==> src/rtl/multi_issue_queue_if.sv <==
`default_nettype none
// ============================================================================
// Module      : multi_issue_queue_if
// Description : Enqueue handshake and issue bus of the multi-issue queue.
//               The slave modport is the queue; the master modport is the
//               front end that enqueues and the functional units that
//               receive issued instructions.
// Revision    : 1.0 - initial release
// ============================================================================
interface multi_issue_queue_if #(
    parameter int ISSUE_WIDTH = 2,
    parameter int DATA_WIDTH  = 64,
    parameter int NR_FU       = 4
);
    localparam int c_fu_w = (NR_FU > 1) ? $clog2(NR_FU) : 1;

    // enqueue side
    logic                                  enq_valid_i;
    logic                                  enq_ready_o;
    logic [DATA_WIDTH-1:0]                 enq_data_i;
    logic [4:0]                            enq_rd_i;
    logic [4:0]                            enq_rs1_i;
    logic [4:0]                            enq_rs2_i;
    logic                                  enq_we_i;
    logic [c_fu_w-1:0]                     enq_fu_i;

    // issue side
    logic [ISSUE_WIDTH-1:0]                issue_valid_o;
    logic [ISSUE_WIDTH-1:0][DATA_WIDTH-1:0] issue_data_o;
    logic [ISSUE_WIDTH-1:0][4:0]           issue_rd_o;
    logic [ISSUE_WIDTH-1:0]                issue_we_o;
    logic [ISSUE_WIDTH-1:0][c_fu_w-1:0]    issue_fu_o;

    modport master (
        output enq_valid_i, enq_data_i, enq_rd_i, enq_rs1_i, enq_rs2_i,
               enq_we_i, enq_fu_i,
        input  enq_ready_o,
        input  issue_valid_o, issue_data_o, issue_rd_o, issue_we_o, issue_fu_o
    );

    modport slave (
        input  enq_valid_i, enq_data_i, enq_rd_i, enq_rs1_i, enq_rs2_i,
               enq_we_i, enq_fu_i,
        output enq_ready_o,
        output issue_valid_o, issue_data_o, issue_rd_o, issue_we_o, issue_fu_o
    );
endinterface
`default_nettype wire

==> src/rtl/multi_issue_queue.sv <==
`default_nettype none
// ============================================================================
// Module      : multi_issue_queue
// Description : In-order circular issue queue. The one or two oldest entries
//               are issue candidates; they leave the queue combinationally
//               when their sources are not pending in the scoreboard, their
//               FU class is ready and (for slot 1) no hazard exists against
//               slot 0. Optional build macro ISSUE_QUEUE_BYPASS_EN lets an
//               enqueue into an empty queue issue in the same cycle.
// Revision    : 1.0 - initial release
// ============================================================================
module multi_issue_queue #(
    parameter int DEPTH       = 8,
    parameter int ISSUE_WIDTH = 2,
    parameter int DATA_WIDTH  = 64,
    parameter int NR_FU       = 4
) (
    input  logic                        clk_i,
    input  logic                        rst_i,
    input  logic                        flush_i,
    input  logic [31:0]                 rd_busy_i,
    input  logic [NR_FU-1:0]            fu_ready_i,
    output logic [$clog2(DEPTH+1)-1:0]  count_o,
    output logic                        stall_o,
    multi_issue_queue_if.slave          bus
);
    localparam int c_ptr_w = $clog2(DEPTH);
    localparam int c_cnt_w = $clog2(DEPTH + 1);
    localparam int c_fu_w  = (NR_FU > 1) ? $clog2(NR_FU) : 1;
    localparam logic [c_cnt_w-1:0] c_cnt_depth = c_cnt_w'(DEPTH);

    // entry storage; validity is implied by the pointers and count
    logic [DATA_WIDTH-1:0] data_q [DEPTH];
    logic [4:0]            rd_q   [DEPTH];
    logic [4:0]            rs1_q  [DEPTH];
    logic [4:0]            rs2_q  [DEPTH];
    logic                  we_q   [DEPTH];
    logic [c_fu_w-1:0]     fu_q   [DEPTH];

    logic [c_ptr_w-1:0]    wr_ptr_q, wr_ptr_d;
    logic [c_ptr_w-1:0]    rd_ptr_q, rd_ptr_d;
    logic [c_cnt_w-1:0]    count_q,  count_d;

    // candidate slots (always two internally; slot 1 unused in single issue)
    logic [DATA_WIDTH-1:0] w_c_data [2];
    logic [4:0]            w_c_rd   [2];
    logic [4:0]            w_c_rs1  [2];
    logic [4:0]            w_c_rs2  [2];
    logic                  w_c_we   [2];
    logic [c_fu_w-1:0]     w_c_fu   [2];
    logic [1:0]            w_c_pres;
    logic [1:0]            w_c_rdy;

    logic                  w_live;
    logic                  w_byp;
    logic                  w_enq_ready;
    logic                  w_enq_wr;
    logic                  w_hazard1;
    logic [1:0]            w_iss;
    logic [c_cnt_w-1:0]    w_pop_cnt;
    logic [c_ptr_w-1:0]    w_idx1;

    // a source register is free when it is x0 or not pending a write
    function automatic logic src_free(input logic [4:0] r, input logic [31:0] busy);
        return (r == 5'd0) || !busy[r];
    endfunction

    assign w_live      = !rst_i && !flush_i;
    assign w_enq_ready = w_live && (count_q < c_cnt_depth);
    assign w_idx1      = rd_ptr_q + c_ptr_w'(1);

`ifdef ISSUE_QUEUE_BYPASS_EN
    // an empty queue offers the incoming instruction as slot 0 directly
    assign w_byp = w_live && (count_q == '0) && bus.enq_valid_i;
`else
    assign w_byp = 1'b0;
`endif

    // select candidate fields from the queue head or the bypassed enqueue
    always_comb begin
        w_c_pres[0] = (count_q != '0) || w_byp;
        w_c_pres[1] = (count_q > c_cnt_w'(1));
        if (w_byp) begin
            w_c_data[0] = bus.enq_data_i;
            w_c_rd[0]   = bus.enq_rd_i;
            w_c_rs1[0]  = bus.enq_rs1_i;
            w_c_rs2[0]  = bus.enq_rs2_i;
            w_c_we[0]   = bus.enq_we_i;
            w_c_fu[0]   = bus.enq_fu_i;
        end else begin
            w_c_data[0] = data_q[rd_ptr_q];
            w_c_rd[0]   = rd_q[rd_ptr_q];
            w_c_rs1[0]  = rs1_q[rd_ptr_q];
            w_c_rs2[0]  = rs2_q[rd_ptr_q];
            w_c_we[0]   = we_q[rd_ptr_q];
            w_c_fu[0]   = fu_q[rd_ptr_q];
        end
        w_c_data[1] = data_q[w_idx1];
        w_c_rd[1]   = rd_q[w_idx1];
        w_c_rs1[1]  = rs1_q[w_idx1];
        w_c_rs2[1]  = rs2_q[w_idx1];
        w_c_we[1]   = we_q[w_idx1];
        w_c_fu[1]   = fu_q[w_idx1];
    end

    // per-slot readiness: operands available and the FU class accepting
    always_comb begin
        for (int k = 0; k < 2; k++) begin
            w_c_rdy[k] = w_c_pres[k]
                       && src_free(w_c_rs1[k], rd_busy_i)
                       && src_free(w_c_rs2[k], rd_busy_i)
                       && fu_ready_i[w_c_fu[k]];
        end
    end

    // slot 1 must not read or overwrite slot 0's destination, nor share its FU
    always_comb begin
        w_hazard1 = 1'b0;
        if (w_c_we[0] && (w_c_rd[0] != 5'd0)) begin
            if ((w_c_rs1[1] == w_c_rd[0]) || (w_c_rs2[1] == w_c_rd[0])) begin
                w_hazard1 = 1'b1;
            end
            if (w_c_we[1] && (w_c_rd[1] == w_c_rd[0])) begin
                w_hazard1 = 1'b1;
            end
        end
        if (w_c_fu[1] == w_c_fu[0]) begin
            w_hazard1 = 1'b1;
        end
    end

    assign w_iss[0] = w_live && w_c_rdy[0];

    generate
        if (ISSUE_WIDTH == 2) begin : g_dual
            assign w_iss[1] = w_iss[0] && w_c_rdy[1] && !w_hazard1;
        end else begin : g_single
            assign w_iss[1] = 1'b0;
        end
    endgenerate

    // bookkeeping: stored entries popped and whether the enqueue is written
    always_comb begin
        w_pop_cnt = c_cnt_w'(w_iss[0] && !w_byp) + c_cnt_w'(w_iss[1]);
        w_enq_wr  = bus.enq_valid_i && w_enq_ready && !(w_byp && w_iss[0]);
    end

    // next pointer/count values; flush empties the queue
    always_comb begin
        wr_ptr_d = wr_ptr_q;
        rd_ptr_d = rd_ptr_q;
        count_d  = count_q;
        if (flush_i) begin
            wr_ptr_d = '0;
            rd_ptr_d = '0;
            count_d  = '0;
        end else begin
            if (w_enq_wr) begin
                wr_ptr_d = wr_ptr_q + c_ptr_w'(1);
            end
            rd_ptr_d = rd_ptr_q + w_pop_cnt[c_ptr_w-1:0];
            count_d  = count_q + c_cnt_w'(w_enq_wr) - w_pop_cnt;
        end
    end

    // pointer and occupancy registers
    always_ff @(posedge clk_i) begin
        if (rst_i) begin
            wr_ptr_q <= '0;
            rd_ptr_q <= '0;
            count_q  <= '0;
        end else begin
            wr_ptr_q <= wr_ptr_d;
            rd_ptr_q <= rd_ptr_d;
            count_q  <= count_d;
        end
    end

    // entry write on accepted, non-bypassed enqueue
    always_ff @(posedge clk_i) begin
        if (w_enq_wr) begin
            data_q[wr_ptr_q] <= bus.enq_data_i;
            rd_q[wr_ptr_q]   <= bus.enq_rd_i;
            rs1_q[wr_ptr_q]  <= bus.enq_rs1_i;
            rs2_q[wr_ptr_q]  <= bus.enq_rs2_i;
            we_q[wr_ptr_q]   <= bus.enq_we_i;
            fu_q[wr_ptr_q]   <= bus.enq_fu_i;
        end
    end

    // drive issue bus; non-issued slots carry zeros
    always_comb begin
        bus.issue_valid_o = '0;
        bus.issue_data_o  = '0;
        bus.issue_rd_o    = '0;
        bus.issue_we_o    = '0;
        bus.issue_fu_o    = '0;
        for (int k = 0; k < ISSUE_WIDTH; k++) begin
            if (w_iss[k]) begin
                bus.issue_valid_o[k] = 1'b1;
                bus.issue_data_o[k]  = w_c_data[k];
                bus.issue_rd_o[k]    = w_c_rd[k];
                bus.issue_we_o[k]    = w_c_we[k];
                bus.issue_fu_o[k]    = w_c_fu[k];
            end
        end
    end

    assign bus.enq_ready_o = w_enq_ready;
    assign count_o         = count_q;
    assign stall_o         = !rst_i && (count_q != '0) && (w_iss == 2'b00);

endmodule
`default_nettype wire

==> src/flat_wrapper.sv <==
// flat-port wrapper written by rule: the top's interface ports become plain ports
module multi_issue_queue_flat 
#(
    parameter int DEPTH       = 8,
    parameter int ISSUE_WIDTH = 2,
    parameter int DATA_WIDTH  = 64,
    parameter int NR_FU       = 4
)
  (clk_i, rst_i, flush_i, rd_busy_i, fu_ready_i, count_o, stall_o, bus_enq_valid_i, bus_enq_data_i, bus_enq_rd_i, bus_enq_rs1_i, bus_enq_rs2_i, bus_enq_we_i, bus_enq_fu_i, bus_enq_ready_o, bus_issue_valid_o, bus_issue_data_o, bus_issue_rd_o, bus_issue_we_o, bus_issue_fu_o);
  multi_issue_queue_if #(.ISSUE_WIDTH(ISSUE_WIDTH), .DATA_WIDTH(DATA_WIDTH), .NR_FU(NR_FU)) bus_i ();
  input  logic clk_i;
  input  logic rst_i;
  input  logic flush_i;
  input  logic [31:0] rd_busy_i;
  input  logic [NR_FU-1:0] fu_ready_i;
  output logic [$clog2(DEPTH+1)-1:0] count_o;
  output logic stall_o;
  input wire logic [$bits(bus_i.enq_valid_i)-1:0] bus_enq_valid_i;
  input wire logic [$bits(bus_i.enq_data_i)-1:0] bus_enq_data_i;
  input wire logic [$bits(bus_i.enq_rd_i)-1:0] bus_enq_rd_i;
  input wire logic [$bits(bus_i.enq_rs1_i)-1:0] bus_enq_rs1_i;
  input wire logic [$bits(bus_i.enq_rs2_i)-1:0] bus_enq_rs2_i;
  input wire logic [$bits(bus_i.enq_we_i)-1:0] bus_enq_we_i;
  input wire logic [$bits(bus_i.enq_fu_i)-1:0] bus_enq_fu_i;
  output wire logic [$bits(bus_i.enq_ready_o)-1:0] bus_enq_ready_o;
  output wire logic [$bits(bus_i.issue_valid_o)-1:0] bus_issue_valid_o;
  output wire logic [$bits(bus_i.issue_data_o)-1:0] bus_issue_data_o;
  output wire logic [$bits(bus_i.issue_rd_o)-1:0] bus_issue_rd_o;
  output wire logic [$bits(bus_i.issue_we_o)-1:0] bus_issue_we_o;
  output wire logic [$bits(bus_i.issue_fu_o)-1:0] bus_issue_fu_o;
  assign bus_i.enq_valid_i = bus_enq_valid_i;
  assign bus_i.enq_data_i = bus_enq_data_i;
  assign bus_i.enq_rd_i = bus_enq_rd_i;
  assign bus_i.enq_rs1_i = bus_enq_rs1_i;
  assign bus_i.enq_rs2_i = bus_enq_rs2_i;
  assign bus_i.enq_we_i = bus_enq_we_i;
  assign bus_i.enq_fu_i = bus_enq_fu_i;
  assign bus_enq_ready_o = bus_i.enq_ready_o;
  assign bus_issue_valid_o = bus_i.issue_valid_o;
  assign bus_issue_data_o = bus_i.issue_data_o;
  assign bus_issue_rd_o = bus_i.issue_rd_o;
  assign bus_issue_we_o = bus_i.issue_we_o;
  assign bus_issue_fu_o = bus_i.issue_fu_o;
  multi_issue_queue #(.DEPTH(DEPTH), .ISSUE_WIDTH(ISSUE_WIDTH), .DATA_WIDTH(DATA_WIDTH), .NR_FU(NR_FU)) u_core (.clk_i(clk_i), .rst_i(rst_i), .flush_i(flush_i), .rd_busy_i(rd_busy_i), .fu_ready_i(fu_ready_i), .count_o(count_o), .stall_o(stall_o), .bus(bus_i));
endmodule
==> config.mk <==
export PLATFORM = sky130hd
export DESIGN_NAME = multi_issue_queue_flat
export DESIGN_NICKNAME = d
export VERILOG_FILES = /design/src/rtl/multi_issue_queue_if.sv /design/src/rtl/multi_issue_queue.sv /design/src/flat_wrapper.sv
export SDC_FILE = /design/constraint.sdc
export NUM_CORES = 1
export LEC_CHECK = 0
export ABC_AREA = 1
export CORE_MARGIN = 3
export CORE_UTILIZATION = 45
export DETAILED_ROUTE_END_ITERATION = 16
export PLACE_DENSITY = 0.72
export SETUP_SLACK_MARGIN = 0.3
export SLEW_MARGIN = 25
export SYNTH_ARGS = -nofsm -noshare
export SYNTH_HDL_FRONTEND = slang
export SYNTH_SLANG_ARGS = --single-unit
==> constraint.sdc <==
create_clock -name clk_i -period 21.4 [get_ports clk_i]
set_clock_uncertainty 0.15 [all_clocks]
set_input_delay 4.28 -clock clk_i [delete_from_list [all_inputs] [get_ports clk_i]]
set_output_delay 4.28 -clock clk_i [all_outputs]
set_load 0.005 [all_outputs]
==> summary.txt <==
Detailed routing
  • Number of DRC markers in iteration 0: ~3000
  • Final WL: slightly below 100000 um
  • ANT nets after route: 0
  • Vias post-DR: approximately 28000
  • Vias per inst: roughly 6
  • Number of remaining DRC errors: 0
  • WL/cell: a little over 20 um
  • Drt first pass iters: 5

Timing
  • Finish-stage setup viols: 0
  • RSZ-0062 raised after global routing: no
  • Final worst-path setup slack: roughly 8.3 ns
  • Fmax: approximately 76 MHz
  • Total negative slack: 0 ns
  • Slew margin rel.: 27.6%
  • Fin. max-slew vios: 0
  • Slew of the pin with the lowest slew margin: about 1.1 ns
  • Final hold vios: 0
  • Hold slack: 0.347 ns
  • Minimum clock period: roughly 13 ns
  • Final worst path period share: around three fifths

Final layout
  • Core Util, Final: 53.0%
  • Post-route cell area: a little under 0.04 mm^2
  • Fraction of layout cells with a size suffix above 1: roughly 6.4%
  • # fillers: between 6000 and 7000
  • Final #Nets: a little under 4000
  • Fin cells: approximately 4800
  • Area Overhead vs Synth: 16.2%

Critical path
  • Worst r2r path cells: 24
  • Critical path required time: around 17 ns
  • Endpoint class of the critical path: primary output
  • Crit path launch type: primary input
  • Worst Path Max Fanout: between 40 and 50
  • Worst EP arrival: 8.65 ns
  • Worst Setup Path Type: in2out

Clock tree
  • Max H-tree Level: 3
  • Clock Pin Slew Worst Setup and Hold Paths: roughly 0.060 ns
  • Post_cts resized: 0
  • Postcts setup bufs: 0
  • CTS tree: yes
  • Root buffer cell: clkbuf_16
  • Clock buffer count from CTS: just over 70
  • Worst-skew pair later-pin latency: 0.60 ns
  • Hold_buf cts: 0
  • Clock sinks: about 670
  • Clock tree buffer depth: 3

Placement
  • HPWL after DPL: about 54000 um
  • PortBufs: approximately 270
  • Pre-CTS WS: a little over 8 ns
  • Placed cells: ~4600
  • DP Area: 0.0372 mm^2
  • GPL Wtd Cong: approximately 0.91

Synthesis
  • Count leader, synth: nand2_1
  • Ys async rst share: 0%
  • Yosys top cell by area: edfxtp_1
  • Post-Synthesis Net Count: ~3800
  • EDFF count, synth: approximately 660
  • Post-Synthesis Cells: between 3000 and 4000
  • Cell variety after synth: 38
  • Top post-synthesis cells by count: 726 x nand2_1, 656 x edfxtp_1, 430 x o21ai_0
  • Post-Syn Area: about 0.034 mm^2
  • Area contributors post-synth: edfxtp_1 58%, nand2_1 8.0%, o21ai_0 6.3%, nor2_1 4.4%, nand3_1 3.7%
  • Number of synthesized register bits: approximately 670
  • Sequential area share after synthesis: 58.5%
  • Synth top area share: 57.9%
  • Mean Syn Cell Area: 9.37 um^2
  • Dominant synthesized flop cell: edfxtp_1
  • Synth warn: 0

Global route
  • Number of global-route vias before repair: ~26000
  • First-pass GRT wire length: 146000 um
  • Largest net degree at the start of global routing: approximately 280
  • Residual overflow from global routing: 0
  • Initial antenna violation count: 16
  • GRT Total Usage: 24.0%

Die
  • Initial Util: between 40% and 50%
  • Floorplan row count: 100
  • Io pins: approximately 270
  • Core Area: approximately 0.075 mm^2
  • Die Area: between 0.07 and 0.08 mm^2
  • Die height: around 280 um
  • Chip Width: between 200 and 300 um

Power
  • Total power: between 2 and 3 mW
  • P_leak: approximately 14 nW
  • Max VDD drop: ~0.00006 V
  • Cell Pwr Density: slightly below 70 mW/mm^2

Worst hold path
  • Worst hold stages: 2
  • Hold WC Path Type: reg2reg

Run status
  • Status: finished, final reports clean

Job
  • Maxcap violations: 0
worst paths after layout:
path / startpoint / to / slack (ns)
worst max-delay path: rst_i / stall_o / 8.32
worst min-delay path: u_core.wr_ptr_q[0]$_SDFFE_PP0P_ / u_core.wr_ptr_q[0]$_SDFFE_PP0P_ / 0.35
worst max register to register: u_core.rd_ptr_q[0]$_SDFF_PP0_ / u_core.count_o[2]$_SDFF_PP0_ / 13.62
worst min register to register: u_core.wr_ptr_q[0]$_SDFFE_PP0P_ / u_core.wr_ptr_q[0]$_SDFFE_PP0P_ / 0.35
routing by layer:
metal  vias up  share of wire (%)  global-route usage (%)
li1      13100                  -                       -
met1     13300                 40                    30.8
met2      1395                 47                    39.7
met3       250                9.1                    4.75
met4        16                3.5                    10.4
met5         -               0.11                       0
cell families after synthesis:
kind of cell | share of synthesized area (%)
DFF | 58.5
and+or+nand+nor | 17.7
xor gates and xnor gates | 0.228
AOI/OAI and AO/OA | 17.3
buffers and inverters | 5.85
adders and majority gates | 0.522
worst max-delay path, stage by stage:
cell	delay, ns
clkdlybuf4s50_1	0.42
nor2_1	0.24
clkinv_1	0.29
nor2_1	0.48
nand2_1	0.11
nor2_1	0.15
nand3_1	0.14
nor2_4	0.29
nand3_4	0.69
buf_4	0.63
ha_1	0.29
nor3b_1	0.13
clkdlybuf4s50_1	0.45
flip-flops by register name, indices dropped and copies added (netlist names):
| name | flops |
|---|---|
| u_core.count_o | 4 |
| u_core.data_q | 512 |
| u_core.fu_q | 16 |
| u_core.rd_ptr_q | 3 |
| u_core.rd_q | 40 |
| u_core.rs1_q | 40 |
| u_core.rs2_q | 40 |
| u_core.we_q | 8 |
| u_core.wr_ptr_q | 3 |
layout by cell type, fill, tap and decap left out, types with 60 or more instances in the layout:
cell type / count
nor2_1: 392
o221ai_1: 64
clkdlybuf4s50_1: 272
nand3_1: 254
a31oi_1: 65
a221oi_1: 64
o21ai_0: 430
clkbuf_16: 74
nor2_2: 60
o22ai_1: 64
nand2_1: 726
a21oi_1: 236
edfxtp_1: 656
inv_1: 190
layout make-up:
cell class	instances	area [um^2]	area share [%]
sequential	666	19900	50.3
multi-input combinational	2491	12200	30.9
timing repair buffer	311	3080	7.78
clock buffer	91	1920	4.84
tap	969	1210	3.06
inverter	199	774	1.96
clock inverter	33	407	1.03
antenna	9	22.5	0.0569
power by group:
part	internal (mW)	switching, mW
Sequential	1.44	0.00234
Combinational	0.0304	0.0439
Clock	0.731	0.498
No activity file was read; power rests on OpenSTA's default activity.
